File: config.mk
export PLATFORM = sky130hd
export DESIGN_NAME = csr_ram_sched
export DESIGN_NICKNAME = d
export VERILOG_FILES = /design/src/rtl/csr_ram_sched.sv
export SDC_FILE = /design/constraint.sdc
export NUM_CORES = 1
export LEC_CHECK = 0
export ABC_AREA = 1
export CORE_MARGIN = 1.5
export CORE_UTILIZATION = 42
export DETAILED_ROUTE_END_ITERATION = 8
export PLACE_DENSITY = 0.86
export SLEW_MARGIN = 10
export SYNTH_ARGS = -nofsm -noshare
export SYNTH_HDL_FRONTEND = slang
export SYNTH_SLANG_ARGS = --single-unit
File: constraint.sdc
create_clock -name clk_i -period 2.8 [get_ports clk_i]
set_input_delay 0.42 -clock clk_i [delete_from_list [all_inputs] [get_ports clk_i]]
set_output_delay 0.42 -clock clk_i [all_outputs]
set_load 0.01 [all_outputs]
File: src/rtl/csr_ram_sched.sv
// csr_ram_sched: phase scheduler and port-A arbiter for the CSR value/column/row-pointer RAMs.
// Sequences IDLE -> LOAD -> COMPUTE -> DONE and tags BRAM read returns with a valid strobe.
`default_nettype none

module csr_ram_sched #(
  parameter int AW     = 14,
  parameter int RAW    = 10,
  parameter int DW     = 32,
  parameter int RD_LAT = 1
) (
  input  logic           clk_i,
  input  logic           rst_ni,
  input  logic           start_i,
  input  logic           ld_req_i,
  input  logic [1:0]     ld_sel_i,
  input  logic [AW-1:0]  ld_addr_i,
  input  logic [DW-1:0]  ld_wdata_i,
  output logic           ld_gnt_o,
  input  logic           ld_done_i,
  input  logic           mul_req_i,
  input  logic [1:0]     mul_sel_i,
  input  logic [AW-1:0]  mul_addr_i,
  output logic           mul_gnt_o,
  output logic [DW-1:0]  mul_rdata_o,
  output logic           mul_rvalid_o,
  input  logic           mul_done_i,
  output logic           ram_en_val_o,
  output logic           ram_en_col_o,
  output logic           ram_en_row_o,
  output logic           ram_we_o,
  output logic [AW-1:0]  ram_addr_vc_o,
  output logic [RAW-1:0] ram_addr_row_o,
  output logic [DW-1:0]  ram_wdata_o,
  input  logic [DW-1:0]  ram_dout_val_i,
  input  logic [DW-1:0]  ram_dout_col_i,
  input  logic [DW-1:0]  ram_dout_row_i,
  output logic [1:0]     phase_o,
  output logic           done_o,
  output logic [AW:0]    nnz_o,
  output logic           err_o
);

  typedef enum logic [1:0] {
    ST_IDLE    = 2'b00,
    ST_LOAD    = 2'b01,
    ST_COMPUTE = 2'b10,
    ST_DONE    = 2'b11
  } phase_e;

  localparam logic [1:0]  SEL_VAL = 2'b00;
  localparam logic [1:0]  SEL_COL = 2'b01;
  localparam logic [1:0]  SEL_BAD = 2'b11;
  localparam logic [AW:0] NNZ_MAX = {1'b1, {AW{1'b0}}};

  phase_e              state_q, state_d;
  logic                latch_q, latch_d;
  logic [AW:0]         nnz_q, nnz_d;
  logic                err_q, err_d;
  logic [AW-1:0]       addr_q;
  logic [DW-1:0]       wdata_q;
  logic [DW-1:0]       rdata_q;
  logic [RD_LAT-1:0]   pipe_v_q, pipe_v_d;
  logic [RD_LAT-1:0][1:0] pipe_sel_q, pipe_sel_d;

  logic          ld_gnt, mul_gnt, any_gnt, illegal, in_flight;
  logic [1:0]    acc_sel, ret_sel;
  logic [DW-1:0] ret_data;

  assign ld_gnt  = (state_q == ST_LOAD) && ld_req_i && (ld_sel_i != SEL_BAD);
  assign mul_gnt = (state_q == ST_COMPUTE) && mul_req_i && (mul_sel_i != SEL_BAD);
  assign any_gnt = ld_gnt | mul_gnt;
  assign acc_sel = ld_gnt ? ld_sel_i : mul_sel_i;
  assign illegal = (ld_req_i && (ld_sel_i == SEL_BAD)) || (mul_req_i && (mul_sel_i == SEL_BAD));

  assign ld_gnt_o       = ld_gnt;
  assign mul_gnt_o      = mul_gnt;
  assign ram_en_val_o   = any_gnt && (acc_sel == SEL_VAL);
  assign ram_en_col_o   = any_gnt && (acc_sel == SEL_COL);
  assign ram_en_row_o   = any_gnt && (acc_sel == 2'b10);
  assign ram_we_o       = ld_gnt;
  // Address and write data pass through on a grant and otherwise hold the last access.
  assign ram_addr_vc_o  = ld_gnt ? ld_addr_i : (mul_gnt ? mul_addr_i : addr_q);
  assign ram_addr_row_o = ram_addr_vc_o[RAW-1:0];
  assign ram_wdata_o    = ld_gnt ? ld_wdata_i : wdata_q;

  assign ret_sel   = pipe_sel_q[RD_LAT-1];
  assign in_flight = |pipe_v_q;

  always_comb begin
    case (ret_sel)
      SEL_VAL: ret_data = ram_dout_val_i;
      SEL_COL: ret_data = ram_dout_col_i;
      default: ret_data = ram_dout_row_i;
    endcase
  end

  assign mul_rvalid_o = pipe_v_q[RD_LAT-1];
  assign mul_rdata_o  = mul_rvalid_o ? ret_data : rdata_q;
  assign phase_o      = state_q;
  assign done_o       = (state_q == ST_DONE);
  assign nnz_o        = nnz_q;
  assign err_o        = err_q;

  always_comb begin
    pipe_v_d      = pipe_v_q;
    pipe_sel_d    = pipe_sel_q;
    pipe_v_d[0]   = mul_gnt;
    pipe_sel_d[0] = mul_sel_i;
    for (int i = 1; i < RD_LAT; i++) begin
      pipe_v_d[i]   = pipe_v_q[i-1];
      pipe_sel_d[i] = pipe_sel_q[i-1];
    end
  end

  always_comb begin
    state_d = state_q;
    latch_d = latch_q;
    nnz_d   = nnz_q;
    err_d   = err_q | illegal;
    case (state_q)
      ST_IDLE: begin
        if (start_i) begin
          state_d = ST_LOAD;
          nnz_d   = '0;
          err_d   = 1'b0;
          latch_d = 1'b0;
        end
      end
      ST_LOAD: begin
        if (ld_gnt && (ld_sel_i == SEL_VAL) && (nnz_q != NNZ_MAX)) begin
          nnz_d = nnz_q + (AW+1)'(1);
        end
        if (ld_done_i) begin
          state_d = ST_COMPUTE;
        end
      end
      ST_COMPUTE: begin
        if (mul_done_i) begin
          latch_d = 1'b1;
        end
        // Leave only once every granted read has come back through the pipe.
        if (latch_q && !mul_gnt && !in_flight) begin
          state_d = ST_DONE;
        end
      end
      default: begin
        state_d = ST_IDLE;
        latch_d = 1'b0;
      end
    endcase
  end

  always_ff @(posedge clk_i or negedge rst_ni) begin
    if (!rst_ni) begin
      state_q    <= ST_IDLE;
      latch_q    <= 1'b0;
      nnz_q      <= '0;
      err_q      <= 1'b0;
      addr_q     <= '0;
      wdata_q    <= '0;
      rdata_q    <= '0;
      pipe_v_q   <= '0;
      pipe_sel_q <= '0;
    end else begin
      state_q    <= state_d;
      latch_q    <= latch_d;
      nnz_q      <= nnz_d;
      err_q      <= err_d;
      addr_q     <= ram_addr_vc_o;
      wdata_q    <= ram_wdata_o;
      rdata_q    <= mul_rdata_o;
      pipe_v_q   <= pipe_v_d;
      pipe_sel_q <= pipe_sel_d;
    end
  end

endmodule

`default_nettype wire
After elaboration in Yosys (flattened, before gate mapping)
Index checks and enable logic that the tools add are counted.

Register bits after elaboration: 100. Bits of input ports: 167. Word-level logic and storage cells: 71.

$add $sub $neg: 1. Equality and inequality tests: 16. Bitwise operators: 3. Mux-type cells: 18. Reduce and logical (&&, ||, !) cells: 24.

Operators with widths (count): 32-bit two-way mux (2); 32-bit case mux with 2 select lines (1); 15-bit two-way mux (2); 15-bit case mux with 2 select lines (1); 14-bit two-way mux (2); 15-bit by 1-bit adder with 15-bit output (second input constant) (1); 15-bit != test (second input constant) (1); 1-bit logical AND (13); 2-bit == test (second input constant) (5); 2-bit != test (second input constant) (5); 3-bit AND reduction (3); 2-bit zero test (4); 2-bit two-way mux (4); 2-bit by 1-bit == test with 1-bit output (second input constant) (3); 2-bit case mux with 3 select lines (1); 1-bit two-way mux (4); 2-bit by 1-bit != test with 1-bit output (second input constant) (2); 1-bit case mux with 3 select lines (1); 1-bit zero test (2); 1-bit bitwise OR (2); 2-bit nonzero test (1); 1-bit logical OR (1); 1-bit inverter (1).

Longest topological paths before layout
Gate-level depths: netlist (run 1).

Depth after elaboration: 8. Mapped depth: 13. Mapped depth without buffers: 12.

Least setup slack after synthesis (run 1)
No wires, ideal clock.

Kind: register -> output. Start: register state_q[1], in the netlist phase_o[1]. End: output ram_addr_vc_o[6]. Setup slack: 0.511 ns. Arrival: 1.869 ns. Data required time: 2.380 ns. Cell stages (with the launch flop): 12. Path through: dfrtp_1 > inv_1 > ha_1 > nand2_2 > nor2_2 > inv_1 > nand2_2 > inv_2 > clkbuf_1 > nor2_1 > a21oi_1 > buf_4.

Longest elaborated chain between the ends: 5.

RTL lines: start, declared (RTL line 55) `phase_e state_q, state_d;`; start signal, assigned (RTL line 165) `state_q <= state_d;`; 2-bit == test (RTL line 70) `assign mul_gnt = (state_q == ST_COMPUTE) && mul_req_i && (mul_sel_i != SEL_BAD);`; 1-bit logical AND (2 in a row) (RTL line 70); 14-bit two-way mux (RTL line 82) `assign ram_addr_vc_o = ld_gnt ? ld_addr_i : (mul_gnt ? mul_addr_i : addr_q);`; 14-bit two-way mux * (RTL line 82); end, declared (RTL line 31) `output logic [AW-1:0] ram_addr_vc_o,`.

Mark *: on every way between the ends. The rest lies on a longest branch, timed or not.

Worst setup path after layout (run 1)
Start: register state_q[0], in the netlist phase_o[0]. End: output ram_wdata_o[11].

Longest elaborated chain between the ends: 4.

RTL lines: 2-bit by 1-bit == test with 1-bit output (RTL line 69) `assign ld_gnt = (state_q == ST_LOAD) && ld_req_i && (ld_sel_i != SEL_BAD);`; 1-bit logical AND (2 in a row) (RTL line 69); 32-bit two-way mux (RTL line 84) `assign ram_wdata_o = ld_gnt ? ld_wdata_i : wdata_q;`; end, declared (RTL line 33) `output logic [DW-1:0] ram_wdata_o,`.

Every way passes these cells.

==> results of run 1 <==
where the power goes:
part	switching, µW	total [µW]	internal, µW
Combinational	1860	3690	1830
Clock	542	1440	901
Sequential	180	2190	2020
worst max-delay path, delay by kind of cell, from the launching register on:
kind          cells  cell delay [ns]
fa+ha+maj         1             0.19
flops             1             0.43
simple gates      5             0.35
buf+inv           4             0.96
through the flow:
step                worst slack, ns  utilization  hold WS (ns)  area, µm²  cells
finish                       0.0930        0.714        0.0818       8540   1105
global route               -0.00841        0.714         0.112       8540   1105
CTS                         -0.0335        0.706        0.0925       8440   1104
detailed placement          -0.0576        0.677         0.457       8100   1088
global placement            -0.0147        0.677         0.450       8100   1088
floorplan                     0.511            -         0.124       5110    679
routing by layer:
metal  vias to the layer above  GRT usage  wire length, µm
li1                       2686          -                -
met1                      2470      0.311             6860
met2                       217      0.432             8160
met3                        30     0.0782             1380
met4                         0     0.0908              414
met5                         -          0                0
flip-flops by register name, indices dropped and copies added (netlist names):
register,flops
addr_q,14
err_o,1
latch_q,1
mul_rvalid_o,1
nnz_o,15
phase_o,2
pipe_sel_q,2
rdata_q,32
wdata_q,32
Yosys cell counts, drive strengths merged:
library cell | instances | area, µm²
nor3 | 2 | 10.0
o31ai | 1 | 7.51
ha | 7 | 87.6
inv | 57 | 214
o21ai | 38 | 190
buf | 33 | 225
nor3b | 1 | 7.51
nand2 | 289 | 1100
a31oi | 1 | 6.26
dfrtp | 100 | 2500
nand3 | 11 | 55.1
clkinv | 3 | 11.3
o21bai | 1 | 7.51
nor2 | 48 | 188
xor2 | 3 | 26.3
xnor2 | 2 | 17.5
clkbuf | 8 | 30.0
a21oi | 34 | 174
o21a | 1 | 7.51
or2 | 1 | 6.26
nand4 | 38 | 238
logic make-up after synthesis:
kind of cell,count (synthesis)
and+or+nand+nor,390
buffers and inverters,101
DFF,100
AOI/OAI and AO/OA,76
adders and majority gates,7
xor gates and xnor gates,5
cell usage in the layout, fill, tap and decap left out, drive strengths merged:
cell,Yosys,final
xor2,3,3
a31oi,1,1
clkdlybuf4s50,0,228
nand3,11,11
inv,57,58
nand2,289,289
or2,1,1
nor3b,1,1
ha,7,7
o31ai,1,1
clkbuf,8,12
clkinvlp,0,1
dlygate4sd2,0,29
dfrtp,100,100
nand4,38,38
clkinv,3,3
buf,33,24
xnor2,2,2
a21oi,34,34
dlymetal6s2s,0,22
nor2,48,48
o21ai,38,38
nor3,2,2
o21a,1,1
o21bai,1,1
bufinv,0,3
worst paths after layout:
check,startpoint,endpoint
max,phase_o[0],ram_wdata_o[11]
min,rst_ni,rdata_q[29]
max reg2reg,phase_o[0],nnz_o[3]
min reg2reg,wdata_q[15],wdata_q[15]
max in group asynchronous,rst_ni,addr_q[10]
min in group clk_i,wdata_q[15],wdata_q[15]
cell type report:
cell class	count	area, µm²	area share
repair buffers	304	3100	0.363
flip-flops and latches	100	2500	0.293
inverters	60	225	0.0264
well taps	147	184	0.0215
clock inverters	5	106	0.0125
multi-input cells	478	2180	0.255
clock buffers	11	243	0.0284
repair_timing:
action	in CTS	in global routing
resized for setup	38	27
hold buffers	0	0
gates cloned	0	1
setup endpoints to repair	48	26
==> results.ini, run 1 <==
[synth]
synthSimpleGateAreaFrac = 0.314
synth_top_family_by_area = simple AND/OR/NAND/NOR gates
yosysWarnings = 0
avgSynthCellArea_um2 = 7.53
synth_seq_area_share = 0.489
synth-xor-area-share = 0.00856
synthMuxAreaShare = 0
synth_fa_ha_area_frac = 0.0171
syn-cell-area_um2 = 5110
mappedNetlistNets = 853
synth-compound-area-share = 0.0768
postSynthCellCount = 679
ys_ff_latch = 100
yosysUniqueCellTypes = 29

[clock_tree]
cts_sinks = 100
cts_setup_buffers = 0
clockBufferDepth = 2
cts.htree.levels = 3
clk_pin_slew_ns = 0.06
cts-buffers-inserted = 9
cts_root_buf = clkbuf_16
worstSkewPairLatency_ns = 0.35
cts_tree = yes

[floorplan]
io_pins = 281
fp.dieArea_um2 = 12800
start_util = 0.428
die_w_um = 113
rows = 40
core-area_um2 = 12000
fp.dieH_um = 113

[timing]
fmax_ghz = 0.369
hold_viol_final = 0
setup_tns_ns = 0
final.setup_skew_ns = 0.00740
final-max-slew-violation-count = 0
min_period_ns = 2.71
setup_viol = 0
fin_crit_sh = 0.967
tightest_slew_ns = 0.611
slew_headroom = 0.593

[critical_path]
cpMostUsedCell = nand2_1
crit_path_cell_trace = ha_4 > nand2_2 > nor2_2 > inv_1 > nand2_4 > inv_2 > buf_12 > nand2_1 > nand2_1 > clkdlybuf4s50_1
critical_path_class = flip-flop to output pin
r2r_setup_slack_ns = 1.01
slowest_delay_ns = 0.57
cp.required_ns = 2.38
arrival_ns = 2.29
critPathCaptureType = output pin
ff2ff_path_depth = 8
crit_fanout = 25
cpMaxStageDelayCell = clkdlybuf4s50_1
worstSetupStartpointType = flip-flop

[outcome]
outcome = completed

[route]
drt_wl_total_um = 16800
firstDrtPassIters = 4
drt_first_iter_violations = 307
wl_per_cell_um = 15.2
antenna_left = 0
drc_errors = 0
vias = 5403
viasPerCell = 4.89

[final_layout]
diodes = 0
syn_to_final_growth_pct = 67.0
nFillCells = 894
nets = 1127
drive_above_1_share = 0.0668

[global_routing]
grtUsageTotal = 0.256
grt_pass1_vias = 5070
grt_pass1_wl_um = 25600
grt.overflow.total = 0
antenna_found_initial = 0
grt_max_degree = 47

[place]
place_congestion = 0.885
dpl.hpwl_um = 12300
port_buffers = 280

[power]
ir_worst_vdd_v = 0.000623
p_leak_uw = 0.00412
power_density_nw_per_um2 = 858
finalPower_uw = 7330

[min_path]
hold_path.class = input pin to asynchronous set/reset pin

[run]
maxCapViolCount = 0

(Power assumes the default switching activity.)
==> inputs of run 2 (changes only) <==
--- a/config.mk
+++ b/config.mk
@@ -8,6 +8,7 @@
 export ABC_AREA = 1
 export CORE_MARGIN = 1.5
 export CORE_UTILIZATION = 42
+export CTS_CLUSTER_DIAMETER = 200
 export DETAILED_ROUTE_END_ITERATION = 8
 export PLACE_DENSITY = 0.86
 export SLEW_MARGIN = 10
==> results of run 2 <==
Final layout, timing and power as in run 1 (identical DEF).
==> inputs of run 3 (changes only) <==
--- a/config.mk
+++ b/config.mk
@@ -6,6 +6,7 @@
 export NUM_CORES = 1
 export LEC_CHECK = 0
 export ABC_AREA = 1
+export CORE_ASPECT_RATIO = 1.75
 export CORE_MARGIN = 1.5
 export CORE_UTILIZATION = 42
 export CTS_CLUSTER_DIAMETER = 200
==> run 3 against run 2 <==
Against the previous run:
- final cell count decreased by 1.4%
- routed wire length is 1.8% higher
- register-to-register slack better by 0.06 ns
- critical endpoint is now ram_wdata_o[9]
- first-iteration DRC count down 35%
- largest cell class unchanged
- core utilization decreased by 0.62 points
- clock skew grew 0.0037 ns
- highest routed layer unchanged
==> results.ini, run 3 (synthesis results as in run 1) <==
[outcome]
outcome = completed

[global_routing]
grt_pass1_wl_um = 25700
grt.overflow.total = 0
grt_pass1_vias = 5271
grtUsageTotal = 0.257
grt_max_degree = 60
antenna_found_initial = 0

[critical_path]
critical_path_class = flip-flop to output pin
cp.required_ns = 2.38
arrival_ns = 2.27
critPathCaptureType = output pin
crit_path_cell_trace = inv_1 > ha_2 > nand2_2 > nor2_2 > inv_1 > nand2_4 > buf_12 > nand2_1 > nand2_1 > clkdlybuf4s50_1
crit_family = buffers and inverters
worstSetupStartpointType = flip-flop
cp.buffers_inverters = 4
crit_fanout = 12
r2r_setup_slack_ns = 1.07
slowest_delay_ns = 0.57
cpMaxStageDelayCell = clkdlybuf4s50_1

[clock_tree]
cts_tree = yes
ctsHoldBuffers = 0
clockBufferDepth = 2
worstSkewPairLatency_ns = 0.34
cts-buffers-inserted = 9
cts_sinks = 100
clk_pin_slew_ns = 0.07
cts.htree.levels = 3
cts_root_buf = clkbuf_16

[timing]
fin_ws_ns = 0.109
tightest_slew_ns = 0.555
hold_viol_final = 0
min_period_ns = 2.69
fmax_ghz = 0.372
rsz0062_at_grt = true
slew_headroom = 0.630
setup_viol = 0
fin_crit_sh = 0.961
final-max-slew-violation-count = 0
final.setup_skew_ns = 0.0111

[route]
viasPerCell = 5.00
antenna_left = 0
drt_wl_total_um = 17100
firstDrtPassIters = 4
drc_errors = 0
drt_first_iter_violations = 200
wl_per_cell_um = 15.7
vias = 5453

[place]
post-place-ws_ns = 0.0211
dpl.hpwl_um = 12600
port_buffers = 280
dpl.cell_count = 1073
place_congestion = 0.835

[min_path]
hold_path.class = input pin to asynchronous set/reset pin

[final_layout]
final_cell_mix = nand2_1 (284), clkdlybuf4s50_1 (224), dfrtp_1 (98), inv_1 (55), nor2_1 (42)
layout_commonest_cell = nand2_1
syn_to_final_growth_pct = 65.3
nets = 1122
drive_above_1_share = 0.0651
diodes = 0
fin_cells = 1090
post-route-util = 0.708

[run]
maxCapViolCount = 0

[power]
power_density_nw_per_um2 = 848
p_leak_uw = 0.00418
ir_worst_vdd_v = 0.000633

[floorplan]
fp.dieH_um = 149
rows = 53
core-area_um2 = 11900
fp.dieArea_um2 = 12900
io_pins = 281
die_w_um = 86.4
start_util = 0.428

==> run 3: changes by cell type in the layout (fill, tap and decap cells not counted), moves of 2 or more <==
| cell | delta |
|---|---|
| o21ai_1 | +2 |
| buf_4 | -3 |
| clkdlybuf4s50_1 | -4 |
| dlymetal6s2s_1 | +11 |
| bufinv_16 | -2 |
| dlygate4sd2_1 | -7 |
| clkinv_2 | +2 |
| o21ai_0 | -2 |
| a21oi_1 | -2 |
| a21oi_2 | +2 |
==> run 3: worst paths after layout <==
path / to / from / cells past startpoint
max in group asynchronous: mul_rvalid_o / rst_ni / 2
setup reg to reg: nnz_o[8] / phase_o[0] / 8
setup / recovery: ram_wdata_o[9] / phase_o[1] / 10
min in group clk_i: wdata_q[1] / wdata_q[1] / 2
hold / removal: wdata_q[25] / rst_ni / 1
hold reg to reg: wdata_q[1] / wdata_q[1] / 2
==> run 3: final cells by class <==
type	instances	area [µm²]
inverters	60	225
repair buffers	299	3070
fillers	913	3490
clock inverters	7	73.8
multi-input cells	478	2180
clock buffers	9	225
flip-flops and latches	100	2500
well taps	137	171
==> run 3: layer usage <==
metal  GRT usage  share of wire  vias to the layer above
li1            -              -                     2659
met1       0.278           0.37                     2524
met2       0.473           0.53                      239
met3      0.0620          0.075                       31
met4      0.0960          0.026                        0
met5           0              0                        -
==> run 3: repair_timing <==
action,in CTS,in global routing
endpoints found under the setup margin,46,36
pin swaps,0,0
gates resized for setup,30,43
buffers inserted,1,0
==> run 3: stage by stage <==
stage	hold slack (ns)	instance area, µm²	setup TNS, ns	total power [µW]
6_report	0.0513	8450	0	7170
5_1_grt	0.0919	8450	-0.0806	7610
4_1_cts	0.0755	8340	0	7260
3_5_place_dp	0.446	8030	0	6060
3_3_place_gp	0.442	8030	0	5990
2_1_floorplan	0.124	5110	0	3920
==> run 3: report_power, final <==
part	leakage, µW	switching [µW]	internal, µW	total [µW]
registers	0.00122	171	2020	2190
logic	0.00281	1890	1830	3720
clock network	0.000146	566	698	1260
